===== src/rtl/l80_uart_rx.sv =====
// l80_uart_rx: 8N1 serial receiver, 16x oversampling with 3-sample majority vote per bit.
// Define L80_UART_RX_FIFO_EN to replace the single holding register with a 4-entry FIFO.
module l80_uart_rx #(
    parameter int unsigned CLK_HZ = 12000000,
    parameter int unsigned BAUD   = 9600
) (
    input  logic       clock,
    input  logic       reset_n,
    input  logic       rxd,
    input  logic       rd,
    output logic [7:0] rx_data,
    output logic       rx_ready,
    output logic       frame_err,
    output logic       overrun,
    input  logic       err_clr
);
    // DIV below 2 is not a supported configuration
    localparam int unsigned DIV = CLK_HZ / (BAUD * 16);
    localparam int unsigned PW  = (DIV > 1) ? $clog2(DIV) : 1;

    localparam logic [2:0] ST_IDLE  = 3'd0;
    localparam logic [2:0] ST_START = 3'd1;
    localparam logic [2:0] ST_DATA  = 3'd2;
    localparam logic [2:0] ST_STOP  = 3'd3;
    localparam logic [2:0] ST_BREAK = 3'd4;

    logic          sync1_q, rxs_q;
    logic [2:0]    state_q, state_d;
    logic [PW-1:0] presc_q, presc_d;
    logic [3:0]    tick_cnt_q, tick_cnt_d;
    logic [3:0]    bit_q, bit_d;
    logic [1:0]    samp_q, samp_d;
    logic [7:0]    shift_q, shift_d;
    logic [7:0]    rx_data_q, rx_data_d;
    logic          rx_ready_q, rx_ready_d;
    logic          frame_err_q, frame_err_d;
    logic          overrun_q, overrun_d;
    logic          tick_c, decide_c, maj_c, wr_c, fe_c, ov_c;

    // Bit timing, majority vote and frame sequencing
    always_comb begin
        tick_c     = (presc_q == PW'(DIV - 1));
        decide_c   = tick_c && (tick_cnt_q == 4'd8);
        maj_c      = (samp_q[0] & samp_q[1]) | (samp_q[0] & rxs_q) | (samp_q[1] & rxs_q);
        state_d    = state_q;
        presc_d    = tick_c ? '0 : presc_q + PW'(1);
        tick_cnt_d = tick_c ? tick_cnt_q + 4'd1 : tick_cnt_q;
        bit_d      = (tick_c && (tick_cnt_q == 4'd15)) ? bit_q + 4'd1 : bit_q;
        samp_d     = (tick_c && ((tick_cnt_q == 4'd6) || (tick_cnt_q == 4'd7)))
                     ? {samp_q[0], rxs_q} : samp_q;
        shift_d    = shift_q;
        wr_c       = 1'b0;
        fe_c       = 1'b0;
        case (state_q)
            ST_IDLE: begin
                if (!rxs_q) begin
                    state_d    = ST_START;
                    presc_d    = '0;
                    tick_cnt_d = 4'd0;
                    bit_d      = 4'd0;
                end
            end
            ST_START: begin
                if (decide_c) state_d = maj_c ? ST_IDLE : ST_DATA;
            end
            ST_DATA: begin
                if (decide_c) begin
                    shift_d = {maj_c, shift_q[7:1]};
                    if (bit_q == 4'd8) state_d = ST_STOP;
                end
            end
            ST_STOP: begin
                if (decide_c) begin
                    if (maj_c) begin
                        wr_c    = 1'b1;
                        state_d = ST_IDLE;
                    end else begin
                        fe_c    = 1'b1;
                        state_d = ST_BREAK;
                    end
                end
            end
            ST_BREAK: begin
                if (rxs_q) state_d = ST_IDLE;
            end
            default: state_d = ST_IDLE;
        endcase
    end

`ifdef L80_UART_RX_FIFO_EN
    logic [3:0][7:0] mem_q, mem_d;
    logic [1:0]      wp_q, wp_d, rp_q, rp_d;
    logic [2:0]      cnt_q, cnt_d;
    logic            pop_c, push_c;

    // Show-ahead FIFO; a pop frees the slot for a same-cycle push when full
    always_comb begin
        pop_c      = rd && (cnt_q != 3'd0);
        push_c     = wr_c && ((cnt_q != 3'd4) || pop_c);
        ov_c       = wr_c && !push_c;
        mem_d      = mem_q;
        wp_d       = wp_q;
        rp_d       = rp_q;
        if (push_c) begin
            mem_d[wp_q] = shift_q;
            wp_d        = wp_q + 2'd1;
        end
        if (pop_c) rp_d = rp_q + 2'd1;
        cnt_d      = cnt_q + 3'(push_c) - 3'(pop_c);
        rx_data_d  = mem_d[rp_d];
        rx_ready_d = (cnt_d != 3'd0);
    end

    always_ff @(posedge clock or negedge reset_n) begin
        if (!reset_n) begin
            mem_q <= '0;
            wp_q  <= 2'd0;
            rp_q  <= 2'd0;
            cnt_q <= 3'd0;
        end else begin
            mem_q <= mem_d;
            wp_q  <= wp_d;
            rp_q  <= rp_d;
            cnt_q <= cnt_d;
        end
    end
`else
    // Single holding register; a same-cycle read makes room for the new byte
    always_comb begin
        rx_data_d  = rx_data_q;
        rx_ready_d = rx_ready_q;
        ov_c       = 1'b0;
        if (wr_c) begin
            if (rx_ready_q && !rd) begin
                ov_c = 1'b1;
            end else begin
                rx_data_d  = shift_q;
                rx_ready_d = 1'b1;
            end
        end else if (rd) begin
            rx_ready_d = 1'b0;
        end
    end
`endif

    // Sticky error flags; a set in the same cycle as a clear wins
    always_comb begin
        frame_err_d = fe_c | (frame_err_q & ~err_clr);
        overrun_d   = ov_c | (overrun_q & ~err_clr);
    end

    always_ff @(posedge clock or negedge reset_n) begin
        if (!reset_n) begin
            sync1_q     <= 1'b1;
            rxs_q       <= 1'b1;
            state_q     <= ST_IDLE;
            presc_q     <= '0;
            tick_cnt_q  <= 4'd0;
            bit_q       <= 4'd0;
            samp_q      <= 2'b11;
            shift_q     <= 8'h00;
            rx_data_q   <= 8'h00;
            rx_ready_q  <= 1'b0;
            frame_err_q <= 1'b0;
            overrun_q   <= 1'b0;
        end else begin
            sync1_q     <= rxd;
            rxs_q       <= sync1_q;
            state_q     <= state_d;
            presc_q     <= presc_d;
            tick_cnt_q  <= tick_cnt_d;
            bit_q       <= bit_d;
            samp_q      <= samp_d;
            shift_q     <= shift_d;
            rx_data_q   <= rx_data_d;
            rx_ready_q  <= rx_ready_d;
            frame_err_q <= frame_err_d;
            overrun_q   <= overrun_d;
        end
    end

    assign rx_data   = rx_data_q;
    assign rx_ready  = rx_ready_q;
    assign frame_err = frame_err_q;
    assign overrun   = overrun_q;
endmodule

===== config.mk =====
export PLATFORM = sky130hd
export DESIGN_NAME = l80_uart_rx
export DESIGN_NICKNAME = d
export VERILOG_FILES = /design/src/rtl/l80_uart_rx.sv
export SDC_FILE = /design/constraint.sdc
export NUM_CORES = 1
export LEC_CHECK = 0
export CORE_ASPECT_RATIO = 2
export CORE_MARGIN = 1
export CORE_UTILIZATION = 28
export DETAILED_ROUTE_END_ITERATION = 16
export HOLD_SLACK_MARGIN = 0.12
export PLACE_DENSITY_LB_ADDON = 0.08
export SLEW_MARGIN = 20
export SYNTH_ARGS = -nofsm -noshare
export SYNTH_HDL_FRONTEND = slang
export SYNTH_SLANG_ARGS = --single-unit

===== constraint.sdc =====
create_clock -name clock -period 2 [get_ports clock]
set_input_delay 0.2 -clock clock [delete_from_list [all_inputs] [get_ports clock]]
set_output_delay 0.2 -clock clock [all_outputs]
set_load 0.05 [all_outputs]

==> results_dict.tcl, run 1 <==
set metrics [dict create \
    syn_area_per_cell_um2 12.3 \
    clkTransAtPathRegs_ps 60 \
    synthCells 151 \
    hold_path.class "in2reg" \
    ys_seq_elements 41 \
    yosys_warnings 0 \
    start_util_pct 29.1 \
    required_ps 2160 \
    path_class "reg2reg" \
    worstPathArrival_ps 2070 \
    wire_per_inst_um 13.6 \
    min_period_ps 1910 \
    io_pins 16 \
    tns_ps 0 \
    crit_fanout 8 \
    yosysTopAreaCellShare_pct 50.0 \
    fp.coreArea_um2 6360 \
    hold_violations 0 \
    clockRootBuffer "clkbuf_16" \
    std_cell_rows 41 \
    grt_max_degree 42 \
    antenna_cells 0 \
    final_net_count 193 \
    drt-vias-per-instance 4.56 \
    drive_above_1_share_pct 25.8 \
    slew_headroom_pct 64.6 \
    finalSetupViolations 0 \
    cts.sinks 41 \
    antenna_found_initial 0 \
    cp-start-kind "flip-flop" \
    synth_edf_count 0 \
    synth.area.top_cells "dfrtp_1 50%, mux2_2 12%, dfstp_2 5.7%" \
    ys_types 33 \
    clock_skew_ps 2.98 \
    area_delta_synth_final_pct 27.1 \
    num_vias 1222 \
    fin_crit_sh_pct 95.3 \
    design.die.area_um2 6970 \
    ys_seq_area_share_pct 55.6 \
    leakagePower_nw 1.08 \
    die_h_um 117 \
    peakVddDrop_v 0.000309 \
    worst_pin_slew_ps 532 \
    numPortBuffers 15 \
    wirelength_mm 3.64 \
    firstDrtPassIters 4 \
    synthArstFlopShare_pct 100 \
    dp_hpwl_mm 2.72 \
    register_area_um2 1030 \
    syn-num-nets 163 \
    slew_violations 0 \
    status "completed" \
    gp_congestion 0.770 \
    detail-route-antenna-nets 0 \
    yosysTopAreaCell "dfrtp_1" \
    p_per_area_nw_per_um2 760 \
    track_usage_pct 12.1 \
    die_w_um 59.5 \
    drcViolationCount 0 \
    rsz0062_at_grt "false" \
    synth_ff_type "dfrtp_1" \
    p_total_mw 1.79 \
    clk_latency_ps 280 \
    overflow 0 \
    cap_violations 0 \
    drtIter0Drc 41 \
    numCtsBuffers 5 \
    fill_cells 672 \
    layout_common_cells "37 x dfrtp_1, 19 x mux2_2, 16 x nor2_1" \
    clockBufferDepth 2 \
    fmax_mhz 525 \
    syn_area_um2 1850 \
    cts_tree "yes" \
    cts_max_level 2 \
    grt_pass1_wl_mm 6.20 \
    end_kind "flip-flop" \
    multiInputGateArea_um2 783 \
    grt_pass1_vias 1324 \
    final_common_cell "dfrtp_1" \
]
-- cells in the mapped netlist, drive strengths merged, types with 2 or more instances --
master / count
nand2b: 2
xnor2: 4
a211oi: 2
o21ai: 3
nor3: 4
nor4: 2
dfstp: 4
inv: 8
nand4: 7
nor2: 16
xor2: 6
nand2: 8
mux2: 19
ha: 7
dfrtp: 37
and2: 3
a21oi: 2
nand3: 5
-- critical path, stage by stage (launching register included) --
cell      delay, ps
dfrtp_1         410
inv_1            70
ha_1            160
and4bb_4        290
nand2_4         100
nor4_4          270
buf_6           170
mux2_2          330
-- sequential cells by signal, summed over array words and instances (netlist names) --
name	cells
rx_ready	1
tick_cnt_q	4
sync1_q	1
presc_q	7
samp_q	2
frame_err	1
rxs_q	1
state_q	3
rx_data	8
shift_q	8
overrun	1
bit_q	4
-- metrics by stage --
step	std cells	setup WS [ps]	utilization (%)	hold WS, ps	cell area [um2]
2_1_floorplan	151	107	-	-95.6	1850
3_3_place_gp	259	111	34.0	297	2160
3_5_place_dp	259	66.2	34.0	302	2160
4_1_cts	268	60.7	37.0	322	2350
5_1_grt	268	14.5	37.0	327	2350
6_report	268	94.0	37.0	332	2350
-- report_power, final --
part / leakage (nW) / switching [mW] / internal, mW
Combinational: 0.449 / 0.0189 / 0.0101
Sequential: 0.544 / 0.000930 / 0.834
Clock: 0.0831 / 0.303 / 0.622
-- layout make-up --
class / instances / area share, %
flip-flops and latches: 41 / 43.8
multi-input cells: 100 / 33.3
repair buffers: 25 / 9.62
clock buffers: 6 / 5.90
well taps: 86 / 4.57
clock inverters: 2 / 1.59
inverters: 8 / 1.28
-- per-layer routing --
metal  GRT usage (%)  vias up  part of all wire (%)
met4            5.58        0                  0.85
met1            11.6      626                    38
met3            2.31        2                   1.6
li1                -      582                     -
met2            23.7       12                    60
met5               0        -                     0
-- timing repair --
| item | 4_1_cts | 5_1_grt |
|---|---|---|
| hold buffers | 1 | 0 |
| setup endpoints to repair | 0 | 7 |
| resized for setup | 0 | 1 |
| hold endpoints to repair | 37 | 0 |
| buffers inserted | 0 | 0 |
-- worst paths after layout --
| kind | from | endpoint | slack [ps] | cells past startpoint |
|---|---|---|---|---|
| max in group asynchronous | reset_n | samp_q[0]$_DFFE_PN1P_ | 1100 | 3 |
| max | presc_q[1]$_DFF_PN0_ | shift_q[5]$_DFFE_PN0P_ | 90 | 7 |
| min in group asynchronous | reset_n | rx_data[4]$_DFFE_PN0P_ | 510 | 3 |
| max reg2reg | presc_q[1]$_DFF_PN0_ | shift_q[5]$_DFFE_PN0P_ | 90 | 7 |
| min reg2reg | sync1_q$_DFF_PN1_ | rxs_q$_DFF_PN1_ | 360 | 0 |
| min | rxd | sync1_q$_DFF_PN1_ | 330 | 1 |
-- logic make-up (layout without fill, tap and decap cells) --
family / after synthesis / in the layout / synth area share (%)
simple gates: 54 / 54 / 17.7
flops: 41 / 41 / 55.6
mux: 20 / 20 / 12.1
xor+xnor: 10 / 10 / 4.73
buf+inv: 10 / 41 / 2.09
fa+ha+maj: 8 / 8 / 5.27
compound gates: 8 / 8 / 2.50
Note: power is estimated with default switching activity, not from simulation.
==> run 2: changes to the inputs <==
CAP_MARGIN = 20   (was default)
==> results of run 2 <==
Final layout, timing and power as in run 1 (identical DEF).
==> run 3: changes to the inputs <==
CORE_ASPECT_RATIO = default   (was 2)
CTS_BUF_LIST = sky130_fd_sc_hd__clkbuf_16   (was default)
==> run 3 against run 2 <==
Effect of this change: sequential cell count unchanged; count of clock-buffer cells in the layout down 1; sequential power about the same; sequential share of layout area up 0.28 points; global-route usage down 1.0 points.
==> results_dict.tcl, run 3 (synthesized netlist as in run 1, its figures left out) <==
set metrics [dict create \
    antenna_cells 0 \
    worstPathArrival_ps 2090 \
    crit_fanout 6 \
    hold_violations 0 \
    power.switching_uw 325 \
    drtIter0Drc 34 \
    layout_common_cells "37 x dfrtp_1, 19 x mux2_2, 16 x nor2_1" \
    drcViolationCount 0 \
    final_common_cell "dfrtp_1" \
    hold_path.class "in2reg" \
    grt_pass1_vias 1227 \
    start_util_pct 29.0 \
    overflow 0 \
    clk_latency_ps 280 \
    grt_max_degree 42 \
    slew_headroom_pct 66.5 \
    cts_max_level 2 \
    peakVddDrop_v 0.000312 \
    swShare_pct 18.6 \
    worst_pin_slew_ps 501 \
    status "completed" \
    p_int_mw 1.42 \
    cts.sinks 41 \
    design.die.area_um2 6950 \
    final_area_um2 2340 \
    leakagePower_nw 1.08 \
    postCtsSetupBuffers 0 \
    detail-route-antenna-nets 0 \
    p_total_mw 1.75 \
    grt_pass1_wl_mm 5.99 \
    cp-start-kind "flip-flop" \
    fmax_mhz 530 \
    place_area_um2 2170 \
    min_period_ps 1890 \
    clockBufferDepth 2 \
    end_kind "flip-flop" \
    track_usage_pct 11.1 \
    p_per_area_nw_per_um2 747 \
    wl_met1_mm 1.71 \
    clockRootBuffer "clkbuf_16" \
    drt-vias-per-instance 4.57 \
    rsz0062_at_grt "false" \
    top_layer "met4" \
    num_vias 1180 \
    antenna_found_initial 0 \
    firstDrtPassIters 4 \
    required_ps 2200 \
    clkPwrFrac_pct 50.5 \
    final_net_count 193 \
    gp_congestion 0.710 \
    met2WireLength_mm 1.62 \
    std_cell_rows 29 \
    numPlacedInstances 250 \
    numPortBuffers 15 \
    dp_hpwl_mm 2.41 \
    fin_cells 258 \
    wl_met3_um 119 \
    fill_cells 628 \
    drive_above_1_share_pct 25.4 \
    clock_skew_ps 4.37 \
    tns_ps 0 \
    wire_per_inst_um 13.5 \
    io_pins 16 \
    cts_tree "yes" \
    comb_power_share_pct 1.7 \
    path_class "reg2reg" \
    numCtsBuffers 5 \
    die_w_um 83.4 \
    slew_violations 0 \
    die_h_um 83.4 \
    area_delta_synth_final_pct 26.3 \
    wirelength_mm 3.47 \
    finalSetupViolations 0 \
    cap_violations 0 \
    fp.coreArea_um2 6390 \
    p_seq_share_pct 47.8 \
    clkTransAtPathRegs_ps 60 \
    fin_crit_sh_pct 94.3 \
]
[run 3: cell count changes in the layout (fill, tap and decap cells not counted)]
cell	delta
buf_12	+1
buf_4	-1
clkbuf_8	-1
clkinv_2	+1
clkinvlp_4	-1
[run 3: what timing repair did]
| item | CTS | global route |
|---|---|---|
| setup endpoints to repair | 0 | 8 |
| hold endpoints to repair | 37 | 0 |
| gates resized for setup | 0 | 1 |
| hold buffers | 1 | 0 |
[run 3: critical path, stage by stage (launching register included)]
cell	delay [ps]
dfrtp_1	410
inv_1	60
ha_1	150
and4bb_4	280
nand2_4	90
or4b_4	540
mux2_2	280
[run 3: layout make-up]
class,instances,area [um2],area share (%)
Tap cell,77,96.3,4.12
Sequential cell,41,1030,44.1
Inverter,8,30.0,1.28
Clock inverter,2,35.0,1.50
Timing Repair Buffer,25,239,10.2
Multi-Input combinational cell,100,783,33.5
Clock buffer,5,125,5.35
[run 3: per-stage QoR]
step	hold slack, ps	utilization (%)	setup slack [ps]
after floorplan	-95.6	-	107
after global placement	192	33.9	110
final	324	36.6	113
after detailed placement	193	33.9	89.9
after global routing	311	36.6	7.04
after CTS	315	36.6	71.7
[run 3: power groups by stage]
stage	combinational, mW	sequential (mW)	clock [mW]
2_1_floorplan	0.00101	0.850	0
3_3_place_gp	0.0301	0.850	0
3_5_place_dp	0.0308	0.850	0
4_1_cts	0.0326	0.835	0.926
5_1_grt	0.0352	0.835	0.955
6_report	0.0303	0.835	0.883
[run 3: worst paths after layout]
check / cells after the start / endpoint / startpoint / slack [ps]
max in group asynchronous: 3 / rxs_q$_DFF_PN1_ / reset_n / 1300
worst min register to register: 0 / rxs_q$_DFF_PN1_ / sync1_q$_DFF_PN1_ / 360
worst max-delay path: 6 / samp_q[0]$_DFFE_PN1P_ / presc_q[1]$_DFF_PN0_ / 110
min in group asynchronous: 3 / state_q[0]$_DFFE_PN0P_ / reset_n / 430
worst max register to register: 6 / samp_q[0]$_DFFE_PN1P_ / presc_q[1]$_DFF_PN0_ / 110
worst min-delay path: 1 / sync1_q$_DFF_PN1_ / rxd / 320
[run 3: metal layers]
metal | up-vias | global-route usage, %
met5 | - | 0
met4 | 0 | 4.23
met3 | 2 | 3.08
met2 | 19 | 17.1
met1 | 579 | 14.9
li1 | 580 | -
